$ cat src/rtl/addsub_pipe.sv
// Pipelined WIDTH-bit add/sub with SEG-bit carry segments per stage, signed/unsigned
// overflow detection, optional saturation and a globally stalled valid/ready pipe.

module addsub_seg #(
  parameter int SEG = 8
) (
  input  logic [SEG-1:0] x,
  input  logic [SEG-1:0] y,
  input  logic           ci,
  output logic [SEG-1:0] sum,
  output logic           co
);
  assign {co, sum} = {1'b0, x} + {1'b0, y} + {{SEG{1'b0}}, ci};
endmodule

module addsub_pipe #(
  parameter int WIDTH = 32,
  parameter int SEG   = 8
) (
  input  logic             clk,
  input  logic             rst,
  input  logic             in_valid,
  output logic             in_ready,
  input  logic [WIDTH-1:0] a,
  input  logic [WIDTH-1:0] b,
  input  logic             sub,
  input  logic             sgn,
  input  logic             sat,
  output logic             out_valid,
  input  logic             out_ready,
  output logic [WIDTH:0]   s,
  output logic             ovf
);
  localparam int NSEG = WIDTH / SEG;
  localparam int NP   = (NSEG > 1) ? NSEG - 1 : 1;

  // Operands shift right one segment per stage so each stage always adds bits [SEG-1:0];
  // result segments shift in from the top so they land aligned after the last stage.
  typedef struct packed {
    logic             vld;
    logic             sub;
    logic             sgn;
    logic             sat;
    logic             xa;
    logic             xb;
    logic             cy;
    logic [WIDTH-1:0] a_rem;
    logic [WIDTH-1:0] b_rem;
    logic [WIDTH-1:0] res;
  } stage_t;

  function automatic logic [WIDTH-1:0] shift_in(input logic [WIDTH-1:0] r,
                                                input logic [SEG-1:0]   seg);
    return (r >> SEG) | (WIDTH'(seg) << (WIDTH - SEG));
  endfunction

  logic                      adv;
  stage_t                    stg_in [NSEG];
  stage_t                    pipe_q [NP];
  stage_t                    pipe_d [NP];
  logic [NSEG-1:0][SEG-1:0]  seg_sum;
  logic [NSEG-1:0]           seg_co;

  logic [WIDTH-1:0]          fin_lo;
  logic                      fin_top;
  logic                      fin_ovf;
  logic [WIDTH:0]            fin_s;

  logic                      out_valid_q, out_valid_d;
  logic [WIDTH:0]            s_q, s_d;
  logic                      ovf_q, ovf_d;

  assign adv      = !out_valid_q || out_ready;
  assign in_ready = adv && !rst;

  // Stage 0 sees the live beat; subtraction is folded in as ~b with carry-in 1.
  always_comb begin
    stg_in[0]       = '0;
    stg_in[0].vld   = in_valid && in_ready;
    stg_in[0].sub   = sub;
    stg_in[0].sgn   = sgn;
    stg_in[0].sat   = sat;
    stg_in[0].xa    = sgn & a[WIDTH-1];
    stg_in[0].xb    = (sgn & b[WIDTH-1]) ^ sub;
    stg_in[0].cy    = sub;
    stg_in[0].a_rem = a;
    stg_in[0].b_rem = b ^ {WIDTH{sub}};
    stg_in[0].res   = '0;
    for (int k = 1; k < NSEG; k++) stg_in[k] = pipe_q[k-1];
  end

  for (genvar k = 0; k < NSEG; k++) begin : g_seg
    addsub_seg #(.SEG(SEG)) u_seg (
      .x   (stg_in[k].a_rem[SEG-1:0]),
      .y   (stg_in[k].b_rem[SEG-1:0]),
      .ci  (stg_in[k].cy),
      .sum (seg_sum[k]),
      .co  (seg_co[k])
    );
  end

  always_comb begin
    for (int k = 0; k < NP; k++) begin
      pipe_d[k] = pipe_q[k];
      if (adv && k < NSEG - 1) begin
        pipe_d[k]       = stg_in[k];
        pipe_d[k].cy    = seg_co[k];
        pipe_d[k].a_rem = stg_in[k].a_rem >> SEG;
        pipe_d[k].b_rem = stg_in[k].b_rem >> SEG;
        pipe_d[k].res   = shift_in(stg_in[k].res, seg_sum[k]);
      end
    end
  end

  // Last stage: bit WIDTH from the extension bits plus final carry, then ovf and clamp.
  always_comb begin
    fin_lo  = shift_in(stg_in[NSEG-1].res, seg_sum[NSEG-1]);
    fin_top = stg_in[NSEG-1].xa ^ stg_in[NSEG-1].xb ^ seg_co[NSEG-1];
    fin_ovf = stg_in[NSEG-1].sgn ? (fin_top ^ fin_lo[WIDTH-1]) : fin_top;
    fin_s   = {fin_top, fin_lo};
    if (stg_in[NSEG-1].sat && fin_ovf) begin
      if (stg_in[NSEG-1].sgn)
        fin_s = fin_top ? {2'b11, {(WIDTH-1){1'b0}}} : {2'b00, {(WIDTH-1){1'b1}}};
      else
        fin_s = stg_in[NSEG-1].sub ? '0 : {1'b0, {WIDTH{1'b1}}};
    end
  end

  always_comb begin
    out_valid_d = out_valid_q;
    s_d         = s_q;
    ovf_d       = ovf_q;
    if (adv) begin
      out_valid_d = stg_in[NSEG-1].vld;
      if (stg_in[NSEG-1].vld) begin
        s_d   = fin_s;
        ovf_d = fin_ovf;
      end
    end
  end

  always_ff @(posedge clk) begin
    if (rst) begin
      for (int k = 0; k < NP; k++) pipe_q[k] <= '0;
      out_valid_q <= 1'b0;
      s_q         <= '0;
      ovf_q       <= 1'b0;
    end else begin
      for (int k = 0; k < NP; k++) pipe_q[k] <= pipe_d[k];
      out_valid_q <= out_valid_d;
      s_q         <= s_d;
      ovf_q       <= ovf_d;
    end
  end

  assign out_valid = out_valid_q;
  assign s         = s_q;
  assign ovf       = ovf_q;

endmodule
$ cat config.mk
export PLATFORM = sky130hd
export DESIGN_NAME = addsub_pipe
export DESIGN_NICKNAME = d
export VERILOG_FILES = /design/src/rtl/addsub_pipe.sv
export SDC_FILE = /design/constraint.sdc
export NUM_CORES = 1
export LEC_CHECK = 0
export ABC_CLOCK_PERIOD_IN_PS = 9200
export CORE_MARGIN = 4
export CORE_UTILIZATION = 40
export CTS_BUF_LIST = sky130_fd_sc_hd__clkbuf_2
export CTS_CLUSTER_DIAMETER = 40
export DETAILED_ROUTE_END_ITERATION = 7
export PLACE_DENSITY = 0.57
export SETUP_SLACK_MARGIN = 0.05
export SLEW_MARGIN = 20
export SYNTH_ARGS = -nofsm -noshare
export SYNTH_HDL_FRONTEND = slang
export SYNTH_HIERARCHICAL = 1
export SYNTH_SLANG_ARGS = --single-unit
$ cat constraint.sdc
create_clock -name clk -period 9.2 [get_ports clk]
set_clock_uncertainty 0.05 [all_clocks]
set_input_delay 1.38 -clock clk [delete_from_list [all_inputs] [get_ports clk]]
set_output_delay 1.38 -clock clk [all_outputs]
set_load 0.01 [all_outputs]
---- Word-level counts from Yosys, hierarchy flattened ----
Memory sizes are Yosys's and may differ from the RTL's.
Index checks and enable logic that the tools add are counted.
Widths: inputs -> output; s select.
operators by class
  magnitude comparators ................... 0
  mux-type cells .......................... 14
  eq/ne operators ......................... 0
  divide/modulo/power cells ............... 0
  bitwise logic cells ..................... 13
  shift-type cells ........................ 0
  multipliers ............................. 0
  add/sub/neg operators ................... 8
  reductions and logical operators ........ 7
operator list
  cell               count
  $mux 103           6
  $mux 33            3
  $or 24x32->32      3
  $add 8x8->9        4
  $add 9x1->9        4
  $mux 32            1
  $xor 32x32->32     1
  $mux 1             4
  $xor 1x1->1        4
  $logic_and 1x1->1  3
  $or 1x1->1         3
  $and 1x1->1        2
  $logic_not 1->1    2
  $reduce_and 2->1   1
  $logic_or 1x1->1   1
word-level totals
  output and inout port bits .............. 36
  bits in read-only memories .............. 0
  word-level logic and storage cells ...... 46
  bits in writable memories ............... 309
  memories kept ........................... 1
  bits of input ports ..................... 71
  flip-flop bits (word level) ............. 35
  latch bits .............................. 0
memory list
  memory  depth  bits a word  read ports  clocked after memory_dff  wr ports  RTL line  text
  pipe_q  3      103          3           0                         3         59        stage_t pipe_q [NP];

---- Depth between registers and ports, before layout ----
Gate-level depths: netlist of the first run.
An unclocked memory read counts as a cell.
  depth in word-level cells ............... 8
  mapped depth ............................ 11

---- Modules after synthesis ----
The synthesis of the first run kept the hierarchy.
modules (own cells, without submodules)
  module                            cells each  times used  area each (sq um)
  addsub_pipe                       899         1           7497.2
  addsub_seg at g_seg[0].u_seg ...  42          2           331.6
  addsub_seg at g_seg[2].u_seg ...  38          2           312.8

---- Worst setup path after synthesis of the first run ----
Ideal clock, no wire load.
  path type ............................... input -> register
  start point ............................. in sub
  end point ............................... mem pipe_q[0][30] in the netlist's numbering
  setup slack ............................. 5.522 ns
  arrival ................................. 3.557 ns
  stages on the path ...................... 11
  library setup time ...................... 0.070 ns
  path buffers ............................ 2
  path through ............................ clkbuf_1 -> buf_2 -> xor2_1 -> fa_1 -> fa_1 -> a21oi_1 -> nor2_1 -> nor2_1 -> xnor2_1 -> nand2_1 -> a21oi_1
RTL lines
  item             RTL line  text
  start, declared  26        input logic sub,
  end, declared    59

---- Final worst setup path of the first run ----
  start point ............................. in out_ready
  end point ............................... out in_ready
between the ends
  longest elaborated chain between the ends .. 2
ends and longest elaborated chain
  item               RTL line  text
  start, declared    30        input logic out_ready,
  $logic_or 1x1->1   73        assign adv = !out_valid_q || out_ready;
  $logic_and 1x1->1  74        assign in_ready = adv && !rst;
  end, declared      23        output logic in_ready,
Every way passes these cells.

==> results of run 1 <==
-- metal layers --
layer  wire length, um  vias up  global-route usage (%)
met5                 0        -                       0
met4               176        0                    3.84
met3               688       12                    3.38
met2              7730      111                    21.6
met1             10300     3124                    23.8
li1                  -     3685                       -
-- registers in the layout, summed over array words and instances (netlist names) --
signal and flops:
pipe_q 165, ovf 1, out_valid 1, s 33
-- metrics by stage --
stage | utilization (%) | total power [uW]
global placement | 46.6 | 1220
finish | 47.5 | 1590
detailed placement | 46.6 | 1220
global route | 47.5 | 1680
CTS | 47.5 | 1610
floorplan | - | 1130
-- layout by cell type (no fill, tap or decap), types with 3 or more instances in the layout --
cell type and n:
ha_1 28, nor3_1 8, nor2b_1 6, clkinv_2 6, nor4_1 4, nand2_1 296, a21o_1 6, o21ai_0 37
a21oi_1 161, clkbuf_2 19, o21bai_1 4, nor2_1 67, inv_1 8, clkdlybuf4s50_1 104, buf_4 7, dfxtp_1 200
xnor2_1 36, a311o_1 4, nand3_1 8, fa_1 8, inv_6 3, xor2_1 15, a211oi_2 23, a211oi_1 37
-- worst reg2reg max path, stage by stage (launching register included) --
cell and delay, ps:
dfxtp_1 390, fa_1 520, fa_1 440, a21oi_1 160
nor2b_1 70, a31oi_1 290, o21ai_0 180, xnor3_2 360
xnor2_4 640, o21ai_0 250, a211oi_2 250
-- logic make-up after synthesis --
| kind of cell | count (synthesis) | synth area share, % |
|---|---|---|
| AOI/OAI and AO/OA | 285 | 20.3 |
| xor gates and xnor gates | 53 | 5.67 |
| adders and majority gates | 36 | 5.81 |
| buffers and inverters | 86 | 4.33 |
| DFF | 200 | 45.6 |
| muxes | 2 | 0.228 |
| and+or+nand+nor | 397 | 18.1 |
-- area by class of cell --
| type | instances | share of cell area, % |
|---|---|---|
| multi-input cells | 773 | 43.7 |
| flip-flops and latches | 200 | 39.6 |
| repair buffers | 113 | 11.0 |
| well taps | 275 | 3.40 |
| clock inverters | 12 | 1.01 |
| clock buffers | 19 | 0.940 |
| inverters | 10 | 0.371 |
| diodes | 2 | 0.0495 |
-- power by group --
group | switching, uW | leakage [uW] | internal, uW | total (uW)
logic | 127 | 0.00201 | 117 | 244
clock network | 287 | 0.000134 | 98.6 | 385
registers | 34.2 | 0.00164 | 925 | 960
-- how the worst max path moves through the flow --
stage / start / endpoint / slack (ps) / cells past startpoint
final: out_ready / in_ready / 4780 / 5
after detailed placement: out_ready / in_ready / 4760 / 5
after CTS: out_ready / in_ready / 4750 / 5
after global placement: out_ready / in_ready / 4750 / 5
after global routing: out_ready / in_ready / 4640 / 5
after floorplan: sub / pipe_q[0][30]$_SDFFE_PP0N_ / 5520 / 11
==> impl_metrics.csv, run 1 <==
group,metric,value,unit
outcome,status,"finished, final reports clean",
timing,finalSetupViolations,0,
die,dieHeight,156,um
global_route,antenna_found_initial,1,
drt,vias,6932,
global_route,grt_max_degree,115,
timing,setup_ws,4780,ps
yosys,ys_seq_area_share,45.6,%
clock_tree,clkTransAtPathRegs,280,ps
yosys,synth_edf_count,0,
setup_path,worst-endpoint-arrival,2990,ps
layout,n_fill_cell,2161,
setup_path,slowest_delay,520,ps
layout,finalNetCount,1222,
timing,max_slew_margin,33.3,%
clock_tree,cts_buffers,17,
setup_path,critPathKind,"in2out",
yosys,synth_top_area_share,45.6,%
drt,vias_per_cell,4.94,
yosys,netlist_instances,1059,
setup_path,end_kind,"primary output",
power_and_ir_drop,peakVddDrop,67.7,uV
global_route,grt_pass1_wl,31.0,mm
timing,min_period_over_period,48.1,%
die,start_util,41.3,%
setup_path,crit_required,7770,ps
yosys,syn_nets,1166,
layout,multi_input_area,4420,um2
clock_tree,clk_path_buf_depth,2,
yosys,synth_warnings,6,
die,rows,53,
drt,postRouteAntennaNets,0,
clock_tree,cts_tree,"done",
die,ioPinCount,107,
setup_path,reg2reg_slack,5530,ps
timing,hold_violations,0,
clock_tree,insertion_delay,760,ps
drt,wl_per_cell,13.4,um
layout,seq_area,4000,um2
die,die_area,24400,um2
hold_path,hold_path_end,"pipe_q[0][242]$_SDFFE_PP0N_",
setup_path,slowest_stage,"clkdlybuf4s50_1",
yosys,synthTopCellsByArea,"dfxtp_1 (46%), nand2_1 (13%), a21oi_1 (9.2%)",
layout,final_area,10100,um2
placed_design,place_area,9910,um2
drt,drt-initial-drc-count,419,
setup_path,crit_buf_inv,3,
yosys,synthFlopType,"dfxtp_1",
setup_path,cp-start-kind,"input pin",
clock_tree,ctsHoldBuffers,0,
yosys,async_flop_share,0,%
clock_tree,cts_sinks,200,
yosys,synth-seq-cells,200,
yosys,yosys-top-cells-count,"nand2_1 (296), dfxtp_1 (200), a21oi_1 (161)",
timing,fmax,226,MHz
drt,drc_errors,0,
setup_path,reg2reg_depth,10,
placed_design,port_buffers,106,
hold_path,hold_start,"pipe_q[0][147]$_SDFFE_PP0N_",
placed_design,post-place-ws,4760,ps
placed_design,numPlacedInstances,1371,
yosys,yosys.area.top_type,"dfxtp_1",
clock_tree,h-tree-depth,4,
placed_design,place_congestion,0.770,
die,core,21300,um2
yosys,synth.most_common_cell,"nand2_1",
timing,final.setup.tns,0,ps
timing,whs,406,ps
clock_tree,postCtsResizedCells,0,
timing,fin_crit,4420,ps
timing,tightest_slew,1000,ps
yosys,synthDistinctLibCells,40,
setup_path,path_cells,"clkdlybuf4s50_1 > nor2b_4 > buf_4 > nor2_1 > clkdlybuf4s50_1",
setup_path,rr_startpoint,"pipe_q[0][238]$_SDFFE_PP0N_",
global_route,gr-total-overflow,0,
drt,firstDrtPassIters,4,
global_route,grt_usage,15.4,%
yosys,synth.avg_cell_area,8.30,um2
global_route,grt_pass1_vias,6217,
setup_path,cp_max_fo,46,
power_and_ir_drop,power.leakage,0.00379,uW
drt,drt_wl_total,18.8,mm
layout,drive_above_1_share,6.74,%
timing,rsz0062_at_grt,"no",
layout,fin_cells,1404,
clock_tree,root_buffer,"clkbuf_2",
yosys,syn-cell-area,8790,um2
layout,syn_to_final_growth,15.1,%
job,max-cap-violations,0,
hold_path,hp-class,"reg2reg",
clock_tree,cts_setup_buffers,0,
power_and_ir_drop,power.density,157,nW/um2
die,chipWidth,156,um
timing,drv_slew,0,
placed_design,place_hpwl,12.3,mm
setup_path,cpMostUsedCell,"clkdlybuf4s50_1",
hold_path,hold_depth,2,
setup_path,r2r-end,"s[30]$_SDFFE_PP0P_",
setup_path,crit_family,"buffers and inverters",
Note: power is estimated with default switching activity, not from simulation.
==> run 2: changes to the inputs <==
--- a/config.mk
+++ b/config.mk
@@ -5,13 +5,13 @@
 export SDC_FILE = /design/constraint.sdc
 export NUM_CORES = 1
 export LEC_CHECK = 0
-export ABC_CLOCK_PERIOD_IN_PS = 9200
+export ABC_CLOCK_PERIOD_IN_PS = 3800
 export CORE_MARGIN = 4
 export CORE_UTILIZATION = 40
 export CTS_BUF_LIST = sky130_fd_sc_hd__clkbuf_2
 export CTS_CLUSTER_DIAMETER = 40
 export DETAILED_ROUTE_END_ITERATION = 7
-export PLACE_DENSITY = 0.57
+export PLACE_DENSITY = 0.59
 export SETUP_SLACK_MARGIN = 0.05
 export SLEW_MARGIN = 20
 export SYNTH_ARGS = -nofsm -noshare
==> constraint.sdc (replaced) <==
create_clock -name clk -period 3.8 [get_ports clk]
set_clock_uncertainty 0.05 [all_clocks]
set_input_delay 0.57 -clock clk [delete_from_list [all_inputs] [get_ports clk]]
set_output_delay 0.57 -clock clk [all_outputs]
set_load 0.01 [all_outputs]
==> run 2 against run 1 <==
Final cell count is the same. Sequential cell count is the same. Sequential power grew 140%. Wire length shrank 0.13%. Sequential share of layout area shrank 0.39 points. Register-to-register slack lost 5000 ps. Combinational power grew 140%. Die area is the same. Clock power grew to 2.7 times the previous value. Design area grew 0.99%. Non-clock buffer count grew 1. Highest routed layer is now met5.
==> impl_metrics.csv, run 2 (synthesis gave the netlist of run 1 again) <==
group,metric,value,unit
outcome,status,"finished, final reports clean",
layout,layout_common_cells,"nand2_1 (296), dfxtp_1 (200), a21oi_1 (161)",
clock_tree,insertion_delay,740,ps
layout,layout_commonest_cell,"nand2_1",
layout,largest_register_ffs,165,
placed_design,place_congestion,0.742,
layout,syn_to_final_growth,16.3,%
power_and_ir_drop,p_sw,1070,uW
clock_tree,clk_path_buf_depth,2,
clock_tree,root_buffer,"clkbuf_2",
placed_design,place_hpwl,12.0,mm
clock_tree,postCtsResizedCells,0,
layout,multi_input_area,4420,um2
clock_tree,cts_buffers,17,
power_and_ir_drop,p_sw_share,27.1,%
timing,min_period_over_period,86.0,%
drt,drt-initial-drc-count,489,
global_route,grt_pass1_wl,31.3,mm
drt,wl_met3,742,um
timing,drv_slew,0,
power_and_ir_drop,power.density,388,nW/um2
layout,top_register,"pipe_q",
clock_tree,h-tree-depth,4,
die,ioPinCount,107,
global_route,grt_max_degree,201,
power_and_ir_drop,pwr-share-comb,15.0,%
placed_design,post-place-ws,510,ps
die,chipWidth,156,um
global_route,grt_usage,15.5,%
placed_design,place_area,9970,um2
drt,drc_errors,0,
setup_path,reg2reg_slack,530,ps
clock_tree,clkTransAtPathRegs,240,ps
clock_tree,ctsHoldBuffers,0,
timing,fin_crit,3270,ps
placed_design,port_buffers,106,
drt,firstDrtPassIters,5,
layout,final_area,10200,um2
die,die_area,24400,um2
timing,fmax,306,MHz
clock_tree,cts_setup_buffers,0,
drt,top_layer,"met5",
drt,vias_per_cell,4.91,
drt,vias,6895,
drt,wl_met2,7.85,mm
setup_path,crit_required,4370,ps
clock_tree,cts_tree,"done",
power_and_ir_drop,peakVddDrop,239,uV
die,dieHeight,156,um
timing,tightest_slew,953,ps
global_route,gr-total-overflow,0,
timing,final.setup.tns,0,ps
drt,drt_wl_total,18.8,mm
setup_path,cp_max_fo,31,
drt,wl_per_cell,13.4,um
power_and_ir_drop,internal_power,2890,uW
global_route,grt_pass1_vias,6225,
setup_path,worst-endpoint-arrival,3840,ps
setup_path,cp-start-kind,"flop",
drt,postRouteAntennaNets,0,
setup_path,critPathKind,"reg2reg",
timing,rsz0062_at_grt,"no",
job,max-cap-violations,0,
hold_path,hp-class,"in2reg",
timing,setup_ws,533,ps
drt,wl_met1,9.98,mm
setup_path,end_kind,"flop",
die,core,21300,um2
clock_tree,cts_sinks,200,
layout,finalNetCount,1223,
die,rows,53,
layout,n_fill_cell,2190,
timing,max_slew_margin,36.5,%
layout,drive_above_1_share,6.65,%
power_and_ir_drop,power.leakage,0.00383,uW
timing,finalSetupViolations,0,
timing,hold_violations,0,
global_route,antenna_found_initial,2,
layout,seq_area,4000,um2
die,start_util,41.3,%
power_and_ir_drop,clock_power_share,26.5,%
power_and_ir_drop,power_frac_seq,58.5,%
[run 2: cell count changes in the layout (fill, tap and decap cells not counted)]
| cell | change |
|---|---|
| clkinv_1 | +2 |
| clkbuf_2 | -1 |
| clkinvlp_4 | -1 |
| diode_2 | -1 |
| buf_12 | +4 |
| clkinv_4 | +1 |
| buf_4 | -3 |
| bufinv_16 | +2 |
| clkinv_2 | -2 |
| inv_6 | -1 |
[run 2: worst max-delay path, cell delays in order (launching register included)]
cell and delay (ps):
dfxtp_1 380, fa_1 490, fa_1 440, a21oi_1 180, nor2b_1 70, a31oi_1 260
o21ai_0 160, xnor3_2 360, and4_4 250, nor3_4 190, buf_12 240, a211oi_2 90
[run 2: per-layer routing]
metal	GRT usage, %	vias to the layer above
met5	0	-
met4	4.34	2
met3	3.22	19
met2	20.8	99
met1	24.8	3086
li1	-	3689
[run 2: through the flow]
stage	total power [uW]	std cells	hold WS, ps	utilization [%]
after floorplan	2750	1059	378	-
after global placement	2950	1372	389	46.8
after detailed placement	2960	1372	392	46.8
after CTS	4020	1403	161	48.0
after global routing	4190	1404	174	48.0
final	3970	1404	244	48.0
[run 2: final timing paths]
check                         startpoint                     endpoint  cells past startpoint
min reg2reg  pipe_q[0][101]$_SDFFE_PP0N_  pipe_q[0][204]$_SDFFE_PP0N_                      2
max reg2reg  pipe_q[0][238]$_SDFFE_PP0N_           s[26]$_SDFFE_PP0P_                     11
min                                  sub  pipe_q[0][101]$_SDFFE_PP0N_                      3
max          pipe_q[0][238]$_SDFFE_PP0N_           s[26]$_SDFFE_PP0P_                     11
[run 2: power by group through the flow]
| stage | sequential [uW] | combinational [uW] | clock [uW] |
|---|---|---|---|
| after floorplan | 2340 | 406 | 0 |
| after global placement | 2360 | 589 | 0 |
| after detailed placement | 2360 | 595 | 0 |
| after CTS | 2320 | 600 | 1100 |
| after global routing | 2340 | 675 | 1180 |
| final | 2320 | 594 | 1050 |
[run 2: layout make-up]
| cell class | count | share of cell area [%] |
|---|---|---|
| multi-input cells | 773 | 43.2 |
| flip-flops and latches | 200 | 39.2 |
| repair buffers | 114 | 11.4 |
| well taps | 275 | 3.37 |
| clock inverters | 13 | 1.49 |
| clock buffers | 18 | 0.882 |
| inverters | 10 | 0.367 |
| diodes | 1 | 0.0245 |
